### src/rtl/x_memxbar_ord.sv
// Single-master to NUM_CTX memory crossbar: decodes main requests to one context
// and returns read data to main strictly in issue order via an order FIFO.
module x_memxbar_ord #(
    parameter int unsigned NUM_CTX    = 8,
    parameter int unsigned ADDR_W     = 16,
    parameter int unsigned DATA_W     = 8,
    parameter int unsigned CTX_ADDR_W = 13,
    parameter int unsigned DEPTH      = 4,
    parameter int unsigned INTERLEAVE = 0
) (
    input  logic                         i_clk,
    input  logic                         i_rst,
    input  logic                         i_main_valid,
    output logic                         o_main_accept,
    input  logic                         i_main_rd_n_wr,
    input  logic [ADDR_W-1:0]            i_main_addr,
    input  logic [DATA_W-1:0]            i_main_wdata,
    output logic                         o_main_ready,
    output logic [DATA_W-1:0]            o_main_rdata,
    output logic [NUM_CTX-1:0]           o_ctx_valid,
    input  logic [NUM_CTX-1:0]           i_ctx_accept,
    output logic [NUM_CTX-1:0]           o_ctx_rd_n_wr,
    output logic [NUM_CTX*CTX_ADDR_W-1:0] o_ctx_addr,
    output logic [NUM_CTX*DATA_W-1:0]    o_ctx_wdata,
    input  logic [NUM_CTX-1:0]           i_ctx_ready,
    input  logic [NUM_CTX*DATA_W-1:0]    i_ctx_rdata
);

    localparam int unsigned IDX_W = (NUM_CTX > 1) ? $clog2(NUM_CTX) : 1;
    localparam int unsigned LOG_N = $clog2(NUM_CTX);
    localparam int unsigned AW_P  = $clog2(DEPTH);
    localparam int unsigned PTR_W = AW_P + 1;
    localparam int unsigned ENT_W = IDX_W + 1;

    logic [ADDR_W-1:0]     idx_full;
    logic [CTX_ADDR_W-1:0] local_addr;
    logic [IDX_W-1:0]      idx;
    logic                  mapped;
    logic                  is_rd;
    logic                  busy_sel;
    logic                  acc_sel;
    logic                  blk;
    logic                  push;
    logic                  pop;
    logic                  fifo_full;
    logic                  fifo_empty;

    logic [ENT_W-1:0]      fifo_q [DEPTH];
    logic [PTR_W-1:0]      wr_ptr_q, wr_ptr_d;
    logic [PTR_W-1:0]      rd_ptr_q, rd_ptr_d;
    logic [NUM_CTX-1:0]    busy_q, busy_d;
    logic [NUM_CTX-1:0]    held_q, held_d;
    logic [DATA_W-1:0]     hdata_q [NUM_CTX];
    logic [DATA_W-1:0]     hdata_d [NUM_CTX];
    logic                  main_ready_q, main_ready_d;
    logic [DATA_W-1:0]     main_rdata_q, main_rdata_d;

    logic [ENT_W-1:0]      head;
    logic                  head_unm;
    logic [IDX_W-1:0]      head_idx;
    logic                  head_held;
    logic [DATA_W-1:0]     head_data;
    logic [NUM_CTX-1:0]    cap;
    logic [NUM_CTX-1:0]    set_mask;
    logic [NUM_CTX-1:0]    clr_mask;

    // Address decode: pick context index and context-local address
    always_comb begin
        idx_full   = '0;
        local_addr = '0;
        if (INTERLEAVE != 0) begin
            idx_full   = i_main_addr & ADDR_W'(NUM_CTX - 1);
            local_addr = CTX_ADDR_W'(i_main_addr >> LOG_N);
        end else begin
            idx_full   = i_main_addr >> CTX_ADDR_W;
            local_addr = CTX_ADDR_W'(i_main_addr);
        end
        mapped = (idx_full < ADDR_W'(NUM_CTX));
        idx    = IDX_W'(idx_full);
    end

    assign fifo_empty = (wr_ptr_q == rd_ptr_q);
    assign fifo_full  = (wr_ptr_q[AW_P-1:0] == rd_ptr_q[AW_P-1:0]) &&
                        (wr_ptr_q[AW_P] != rd_ptr_q[AW_P]);

    // Request path: broadcast payload, qualify valid, derive accept
    always_comb begin
        is_rd         = i_main_rd_n_wr;
        busy_sel      = 1'b0;
        acc_sel       = 1'b0;
        o_ctx_valid   = '0;
        o_ctx_rd_n_wr = '0;
        o_ctx_addr    = '0;
        o_ctx_wdata   = '0;
        for (int k = 0; k < NUM_CTX; k++) begin
            if (idx == IDX_W'(k)) begin
                busy_sel = busy_q[k];
                acc_sel  = i_ctx_accept[k];
            end
        end
        // Reads stall on a full order FIFO or an already-busy context
        blk = is_rd & (fifo_full | (mapped & busy_sel));
        for (int k = 0; k < NUM_CTX; k++) begin
            o_ctx_valid[k]                              = i_main_valid & mapped &
                                                          (idx == IDX_W'(k)) & ~blk;
            o_ctx_rd_n_wr[k]                            = is_rd;
            o_ctx_addr[k*CTX_ADDR_W +: CTX_ADDR_W]      = local_addr;
            o_ctx_wdata[k*DATA_W +: DATA_W]             = i_main_wdata;
        end
        if (mapped) begin
            o_main_accept = i_main_valid & ~blk & acc_sel;
        end else begin
            o_main_accept = i_main_valid & ~(is_rd & fifo_full);
        end
        push = o_main_accept & is_rd;
    end

    // Completion: pop the head once its data is held (or it is unmapped)
    always_comb begin
        head      = fifo_q[rd_ptr_q[AW_P-1:0]];
        head_unm  = head[IDX_W];
        head_idx  = head[IDX_W-1:0];
        head_held = 1'b0;
        head_data = '0;
        for (int k = 0; k < NUM_CTX; k++) begin
            if (head_idx == IDX_W'(k)) begin
                head_held = held_q[k];
                head_data = hdata_q[k];
            end
        end
        pop = ~fifo_empty & (head_unm | head_held);

        for (int k = 0; k < NUM_CTX; k++) begin
            set_mask[k] = push & mapped & (idx == IDX_W'(k));
            clr_mask[k] = pop & ~head_unm & (head_idx == IDX_W'(k));
            cap[k]      = i_ctx_ready[k] & busy_q[k];
            hdata_d[k]  = cap[k] ? i_ctx_rdata[k*DATA_W +: DATA_W] : hdata_q[k];
        end
        busy_d = (busy_q | set_mask) & ~clr_mask;
        held_d = (held_q | cap) & ~clr_mask;

        wr_ptr_d     = wr_ptr_q + PTR_W'(push);
        rd_ptr_d     = rd_ptr_q + PTR_W'(pop);
        main_ready_d = pop;
        main_rdata_d = '0;
        if (pop) begin
            main_rdata_d = head_unm ? '1 : head_data;
        end
    end

    always_ff @(posedge i_clk or negedge i_rst) begin
        if (!i_rst) begin
            wr_ptr_q     <= '0;
            rd_ptr_q     <= '0;
            busy_q       <= '0;
            held_q       <= '0;
            main_ready_q <= 1'b0;
            main_rdata_q <= '0;
            for (int i = 0; i < DEPTH; i++) begin
                fifo_q[i] <= '0;
            end
            for (int k = 0; k < NUM_CTX; k++) begin
                hdata_q[k] <= '0;
            end
        end else begin
            wr_ptr_q     <= wr_ptr_d;
            rd_ptr_q     <= rd_ptr_d;
            busy_q       <= busy_d;
            held_q       <= held_d;
            main_ready_q <= main_ready_d;
            main_rdata_q <= main_rdata_d;
            if (push) begin
                fifo_q[wr_ptr_q[AW_P-1:0]] <= {~mapped, idx};
            end
            for (int k = 0; k < NUM_CTX; k++) begin
                hdata_q[k] <= hdata_d[k];
            end
        end
    end

    assign o_main_ready = main_ready_q;
    assign o_main_rdata = main_rdata_q;

endmodule
### config.mk
export PLATFORM = sky130hd
export DESIGN_NAME = x_memxbar_ord
export DESIGN_NICKNAME = d
export VERILOG_FILES = /design/src/rtl/x_memxbar_ord.sv
export SDC_FILE = /design/constraint.sdc
export NUM_CORES = 1
export LEC_CHECK = 0
export CORE_UTILIZATION = 42
export CTS_CLUSTER_DIAMETER = 200
export DETAILED_ROUTE_END_ITERATION = 7
export GPL_TIMING_DRIVEN = 1
export PLACE_DENSITY = 0.92
export SYNTH_ARGS = -nofsm -noshare
export SYNTH_HDL_FRONTEND = slang
export SYNTH_SLANG_ARGS = --single-unit
export TNS_END_PERCENT = 100
### constraint.sdc
create_clock -name i_clk -period 2.92 [get_ports i_clk]
set_input_delay 0.584 -clock i_clk [delete_from_list [all_inputs] [get_ports i_clk]]
set_output_delay 0.584 -clock i_clk [all_outputs]
set_load 0.01 [all_outputs]
# After elaboration in Yosys (flattened, before gate mapping)
# Cells that the tools add are included.
classes:
  addsub: 2
  n_lt_le_gt_ge: 4
  eq_ne: 17
  n_mux: 41
  n_bitwise: 65
  reduce_logical: 4
op_table:
  columns: ["cell", "n"]
  rows:
  - ["8-bit two-way mux", 10]
  - ["1-bit AND", 51]
  - ["1-bit two-way mux", 25]
  - ["3-bit equality test, second input constant", 8]
  - ["8-bit AND", 2]
  - ["16-bit bitwise mux", 1]
  - ["8-bit bitwise OR", 2]
  - ["3-bit by 2-bit equality test with 1-bit output, second input constant", 4]
  - ["4-bit two-way mux", 3]
  - ["4-bit binary-select mux with 2-bit select", 1]
  - ["4-bit demux with 2-bit select", 1]
  - ["8-bit inverter", 1]
  - ["3-bit by 1-bit adder with 3-bit output", 2]
  - ["3-bit by 1-bit equality test with 1-bit output, second input constant", 2]
  - ["3-bit >= comparator, second input constant", 2]
  - ["3-bit logical NOT", 2]
  - ["2-bit inverter with 3-bit output", 2]
  - ["1-bit inverter", 5]
  - ["3-bit by 4-bit < comparator with 1-bit output, second input constant", 1]
  - ["3-bit equality test", 1]
  - ["3-bit by 1-bit < comparator with 1-bit output, second input constant", 1]
  - ["2-bit equality test", 1]
  - ["1-bit logical AND", 2]
  - ["1-bit bitwise OR", 2]
  - ["1-bit inequality test", 1]
totals:
  ff_bits: 111
  output_inout_bits: 194
  word_cells: 151

# Logic depth before layout (Yosys ltp)
# Gate-level depths: netlist (run 1).
logic_depth:
  ltp_word: 21
  mapped_depth: 9
  depth_no_buf: 7

# Least setup slack after synthesis (run 1)
# OpenSTA, ideal clock, no wires.
synth_timing:
  kind: "input -> output"
  from: "input i_main_addr[14]"
  to: "output o_ctx_valid[4]"
  t_arrival_ps: 1793
  slack_ps: 543
  stages: 6
  cell_sequence: "buf_2 mux2i_1 a22oi_1 a21oi_1 o21ai_1 nor3_1"
synth_via:
  elab_chain_cells: 14
  elab_cells_between_ends: 24
  cone_classes: "order compare: 1; eq/ne: 7; mux: 8; bitwise: 7; reduce/logical: 1"
synth_rtl:
  columns: ["element", "line_no", "source"]
  rows:
  - ["start: declaration", "16", "input logic [ADDR_W-1:0] i_main_addr,"]
  - ["3-bit logical NOT", "96", "if (idx == IDX_W'(k)) begin"]
  - ["1-bit two-way mux (8 in a row)", "96", null]
  - ["1-bit AND", "102", "blk = is_rd & (fifo_full | (mapped & busy_sel));"]
  - ["1-bit bitwise OR", "102", null]
  - ["1-bit AND", "102", null]
  - ["1-bit inverter", "105", "(idx == IDX_W'(k)) & ~blk;"]
  - ["1-bit AND (*)", "105", null]
  - ["end: declaration", "20", "output logic [NUM_CTX-1:0] o_ctx_valid,"]
# Every way passes the cells marked *; elsewhere a longest branch is shown, timed or not.

# Worst setup path after layout (run 1)
# Ends and elaborated chain as after synthesis.

==> results.yml, run 1 <==
timing:
  setup_viol: 1
  setup_tns_ns: -0.0338
  min_period_ns: 2.95
  fmax_ghz: 0.339
  report.final.slew_viol_count: 0
  period_share: 1.01
  relSlewSlack: 0.532
  hold_viol_final: 0
  final.setup_skew_ns: 0.00955
  fin_ws_ns: -0.0338
  worst_pin_slew_ns: 0.702
synthesis:
  synthMuxAreaShare: 0.205
  synthSimpleGateAreaFrac: 0.0720
  seq_area_frac_synth: 0.423
  synth_warnings: 0
  synth-xor-area-share: 0.00692
  synth_top_family_by_area: "buffers and inverters"
  synth_cell_types: 38
  ys_ff_latch: 107
  synth_area_sq_mm: 0.00633
  synth.avg_cell_area_sq_um: 11.2
  synth-compound-area-share: 0.0579
  yosys.area_share.adder: 0.00791
  synthCells: 567
  synth_nets: 679
global_routing:
  grt_most_used_layer: "met2"
  grt_pass1_vias: 4183
  use_met2: 0.354
  grt_pass1_wl_um: 23500
  grt_max_degree: 56
  met1_usage: 0.203
  grt_use_total: 0.201
  grt_util_met3: 0.0971
  antenna_found_initial: 1
  grt_overflow: 0
floorplan:
  dieHeight_um: 125
  ios: 302
  die_w_um: 125
  rows: 44
  die_area_sq_mm: 0.0156
  core-area_sq_mm: 0.0146
  initial_core_util: 0.432
placement:
  place_hpwl_um: 11800
  io_buffers: 112
  routabilityCongestion: 0.849
  place_area_sq_mm: 0.00647
  dp_slack_ns: -0.522
cells_and_area:
  mostFrequentLayoutCells: "dfrtp_1 (105), clkdlybuf4s50_1 (102), mux2_2 (74)"
  nNetsFinal: 639
  final_area_sq_mm: 0.00684
  nFillCells: 1240
  drive_above_1_share: 0.276
  final_common_cell: "dfrtp_1"
  syn_to_final_growth_pct: 8.05
clocking:
  ctsHoldBuffers: 0
  cts_root_buf: "clkbuf_16"
  clock_latency_ns: 0.35
  cts_tree: "yes"
  cts_htree_levels: 3
  cts_sinks: 107
  cts_buffers: 9
  clockBufferDepth: 2
  cts.reportedPaths.clkPinSlew_ns: 0.06
route:
  dr_total_vias: 3797
  first_pass_iters: 7
  ant_nets: 0
  vias_per_cell: 5.32
  first_iter_violations: 182
  wl_per_cell_um: 21.8
  drt_wl_total_um: 15600
  drc_errors: 46
power:
  power_leakage_nw: 3.01
  power_density_mw_per_mm2: 1050
  vdd_drop_max_mv: 0.500
critical_path:
  path_max_fanout: 8
  crit_type: "input port to output pin"
  arrival_ns: 2.37
  crit_path_end_kind: "output pin"
  cp_data_required_time_ns: 2.34
  start_kind: "input port"
run:
  cap_viol_max_count: 0
worst_hold_path:
  hp-class: "input port to asynchronous set/reset pin"
run_status:
  status: "complete, but fails checks"
  violations: "DRC, setup timing"
==> what timing repair did <==
| item | CTS | global route |
|---|---|---|
| setup buffers | 0 | 3 |
| resized for setup | 13 | 22 |
| setup endpoints to repair | 9 | 8 |
| hold endpoints to repair | 0 | 0 |
| pin swaps | 0 | 2 |
==> power by group <==
group / switching [mW] / internal, mW / leakage (nW) / total (mW)
clock: 0.504 / 0.649 / 0.130 / 1.15
combinational: 1.76 / 1.65 / 1.59 / 3.41
sequential: 0.447 / 2.19 / 1.29 / 2.64
total: 2.71 / 4.49 / 3.01 / 7.20
==> path summary, 6_finish.rpt <==
path	start	to	slack (ns)	cells past startpoint
max in group asynchronous	i_rst	hdata_q[6]	1.89	2
hold / removal	i_rst	wr_ptr_q[2]	0.29	1
setup reg to reg	rd_ptr_q[0]	rd_ptr_q[2]	0.20	9
min in group i_clk	hdata_q[12]	hdata_q[12]	0.50	1
hold reg to reg	hdata_q[12]	hdata_q[12]	0.50	1
setup / recovery	i_main_addr[14]	o_ctx_valid[4]	-0.03	7
==> logic make-up (layout without fill, tap and decap cells) <==
group	after synthesis	count (layout)
xor+xnor	5	5
simple gates	96	96
fa+ha+maj	4	4
compound gates	48	48
other cells	0	1
buf+inv	196	158
mux	111	111
flops	107	107
==> stage by stage <==
stage	hold slack, ns	total power, mW	utilization	cells
final	0.285	7.20	0.467	714
after global routing	0.339	7.63	0.467	714
after CTS	0.307	7.09	0.461	710
after detailed placement	0.491	5.90	0.442	697
after global placement	0.482	5.69	0.442	697
after floorplan	0.288	5.12	-	567
==> cell type report <==
cell class / count / area (sq um) / share of cell area
sequential: 107 / 2680 / 0.392
multi-input combinational: 264 / 2280 / 0.334
antenna: 1 / 2.50 / 0.000366
clock inverter: 3 / 42.5 / 0.00622
clock buffer: 10 / 229 / 0.0335
timing repair buffer: 142 / 1360 / 0.199
tap: 184 / 230 / 0.0337
inverter: 3 / 11.3 / 0.00165
==> registers in the layout (all words and copies together), names as in the netlist <==
signal / flops
o_main_rdata: 8
fifo_q: 12
held_q: 8
busy_q: 8
hdata_q: 64
o_main_ready: 1
rd_ptr_q: 3
wr_ptr_q: 3
==> synthesized netlist by cell type (all sizes together) <==
cell type | count | area [sq um]
nand3b | 2 | 15.0
o21ai | 1 | 5.00
nor2b | 8 | 50.1
nor2 | 17 | 71.3
clkbuf | 5 | 18.8
mux2 | 78 | 893
buf | 188 | 1410
a21oi | 18 | 90.1
xor2 | 4 | 35.0
and3 | 12 | 75.1
dfrtp | 107 | 2680
and2 | 1 | 6.26
nor3b | 1 | 7.51
a32oi | 16 | 140
nand2b | 3 | 18.8
mux4 | 5 | 120
a31oi | 7 | 43.8
nand3 | 2 | 10.0
nand2 | 46 | 180
o221ai | 1 | 8.76
inv | 3 | 11.3
a2111oi | 1 | 27.5
nor3 | 3 | 15.0
o2bb2ai | 1 | 27.5
or2 | 1 | 6.26
o32ai | 1 | 8.76
ha | 4 | 50.1
a22oi | 2 | 15.0
mux2i | 28 | 284
xnor2 | 1 | 8.76
==> critical path, stage by stage <==
cell and delay, ns:
clkbuf_4 0.19, mux2i_2 0.33, a22oi_2 0.12, a21oi_2 0.17, o21ai_2 0.12, nor3_1 0.25
clkdlybuf4s50_1 0.60
==> per-layer routing <==
layer | wire [um] | vias up
li1 | - | 1685
met1 | 5410 | 1859
met2 | 7870 | 217
met3 | 1810 | 36
met4 | 481 | 0
met5 | 0 | -
Note: power is estimated with default switching activity, not from simulation.
==> inputs of run 2 (changes only) <==
--- a/config.mk
+++ b/config.mk
@@ -5,6 +5,7 @@
 export SDC_FILE = /design/constraint.sdc
 export NUM_CORES = 1
 export LEC_CHECK = 0
+export CORE_MARGIN = 1
 export CORE_UTILIZATION = 42
 export CTS_CLUSTER_DIAMETER = 200
 export DETAILED_ROUTE_END_ITERATION = 7
==> constraint.sdc (replaced) <==
create_clock -name i_clk -period 3 [get_ports i_clk]
set_input_delay 0.6 -clock i_clk [delete_from_list [all_inputs] [get_ports i_clk]]
set_output_delay 0.6 -clock i_clk [all_outputs]
set_load 0.01 [all_outputs]
==> results.yml, run 2 (synthesized netlist as in run 1, its figures left out) <==
timing:
  worst_pin_slew_ns: 0.833
  min_period_ns: 2.95
  period_share: 0.985
  setup_tns_ns: 0
  fmax_ghz: 0.339
  setup_viol: 0
  relSlewSlack: 0.445
  report.final.slew_viol_count: 0
  final.setup_skew_ns: 0.00572
  hold_viol_final: 0
  fin_ws_ns: 0.0463
  hold-worst-slack_ns: 0.294
clocking:
  clock_latency_ns: 0.34
  cts.reportedPaths.clkPinSlew_ns: 0.06
  clockBufferDepth: 2
  cts_root_buf: "clkbuf_16"
  cts_tree: "yes"
  cts_sinks: 107
  cts_htree_levels: 3
  ctsHoldBuffers: 0
  cts_buffers: 9
power:
  p_seq_frac: 0.367
  p_sw_mw: 2.59
  cell_internal_pwr_mw: 4.37
  power_density_mw_per_mm2: 1020
  power_mw: 6.96
  pwr-share-clk: 0.171
  p_sw_frac: 0.372
  power_frac_comb: 0.461
  power_leakage_nw: 2.91
  vdd_drop_max_mv: 0.502
run_status:
  violations: "DRC"
  status: "complete, but fails checks"
global_routing:
  antenna_found_initial: 0
  grt_overflow: 0
  grt_pass1_vias: 4100
  grt_max_degree: 56
  grt_use_total: 0.196
  grt_pass1_wl_um: 23100
route:
  wl_per_cell_um: 21.3
  dr_total_vias: 3806
  first_iter_violations: 188
  first_pass_iters: 8
  vias_per_cell: 5.36
  drc_errors: 46
  drt_wl_total_um: 15100
  ant_nets: 0
cells_and_area:
  nFillCells: 1289
  largest_reg_flops: 64
  final_common_cell: "clkdlybuf4s50_1"
  drive_above_1_share: 0.266
  n_antenna_cell: 0
  syn_to_final_growth_pct: 7.28
  largestRegisters: "hdata_q x64, fifo_q x12"
  nNetsFinal: 635
  regMostFlops: "hdata_q"
  final_util: 0.464
  mostFrequentLayoutCells: "clkdlybuf4s50_1 (108), dfrtp_1 (107), mux2_2 (74)"
placement:
  place_hpwl_um: 11500
  io_buffers: 112
  routabilityCongestion: 0.882
  dp_slack_ns: -0.459
critical_path:
  cp_data_required_time_ns: 2.40
  crit_path_max_incr_delay_ns: 0.56
  crit_type: "input port to output pin"
  crit_slowest_cell: "clkdlybuf4s50_1"
  cp_num_buf_inv: 3
  arrival_ns: 2.35
  crit_path_end_kind: "output pin"
  start_kind: "input port"
  path_max_fanout: 8
  crit_family: "buffers and inverters"
  crit_chain: "clkbuf_4 > mux2i_2 > o221ai_2 > a21oi_2 > o21ai_2 > buf_4 > nor2_1 > clkdlybuf4s50_1"
floorplan:
  die_w_um: 125
  initial_core_util: 0.432
  dieHeight_um: 125
  ios: 302
  rows: 44
  core-area_sq_mm: 0.0146
  die_area_sq_mm: 0.0156
worst_hold_path:
  hp-class: "input port to asynchronous set/reset pin"
run:
  cap_viol_max_count: 0
[run 2: area by class of cell]
| type | instances | area (sq um) | share of cell area |
|---|---|---|---|
| repair buffers | 138 | 1310 | 0.194 |
| clock buffers | 11 | 253 | 0.0372 |
| flip-flops and latches | 107 | 2680 | 0.394 |
| inverters | 3 | 11.3 | 0.00166 |
| well taps | 184 | 230 | 0.0339 |
| multi-input cells | 264 | 2260 | 0.332 |
| clock inverters | 3 | 47.5 | 0.00700 |
[run 2: worst paths after layout]
path / startpoint / to / slack, ns / cells after the start
min reg2reg: wr_ptr_q[2] / wr_ptr_q[2] / 0.50 / 1
min in group i_clk: wr_ptr_q[2] / wr_ptr_q[2] / 0.50 / 1
max: i_main_addr[14] / o_ctx_valid[6] / 0.05 / 8
min: i_rst / fifo_q[2] / 0.29 / 1
max reg2reg: wr_ptr_q[0] / fifo_q[1] / 0.41 / 6
max in group asynchronous: i_rst / hdata_q[59] / 1.95 / 2
[run 2: power groups by stage]
stage	logic, mW	clock network [mW]	registers [mW]
finish	3.21	1.19	2.56
global placement	3.02	0	2.52
detailed placement	3.16	0	2.56
CTS	3.17	1.20	2.54
floorplan	2.54	0	2.44
global route	3.47	1.27	2.63
[run 2: worst reg2reg max path: stages (launching register included)]
cell and delay, ns:
dfrtp_1 0.44, xor2_1 0.28, o32ai_2 0.15, buf_4 0.16, a2111oi_4 0.77, and3_1 0.33
mux2_2 0.35
[run 2: what timing repair did]
| item | in CTS | in global routing |
|---|---|---|
| resized for setup | 11 | 12 |
| pin swaps | 1 | 1 |
| endpoints found under the setup margin | 18 | 9 |
| setup buffers | 0 | 1 |
[run 2: per-stage QoR]
step / cell area (sq um) / std cells
floorplan: 6330 / 567
global placement: 6450 / 695
detailed placement: 6450 / 695
CTS: 6750 / 709
global route: 6790 / 710
finish: 6790 / 710
[run 2: layer usage]
| layer | GRT usage | vias up | routed length [um] |
|---|---|---|---|
| li1 | - | 1673 | - |
| met1 | 0.209 | 1864 | 5190 |
| met2 | 0.340 | 237 | 7680 |
| met3 | 0.0773 | 32 | 1790 |
| met4 | 0.0879 | 0 | 455 |
| met5 | 0 | - | 0 |
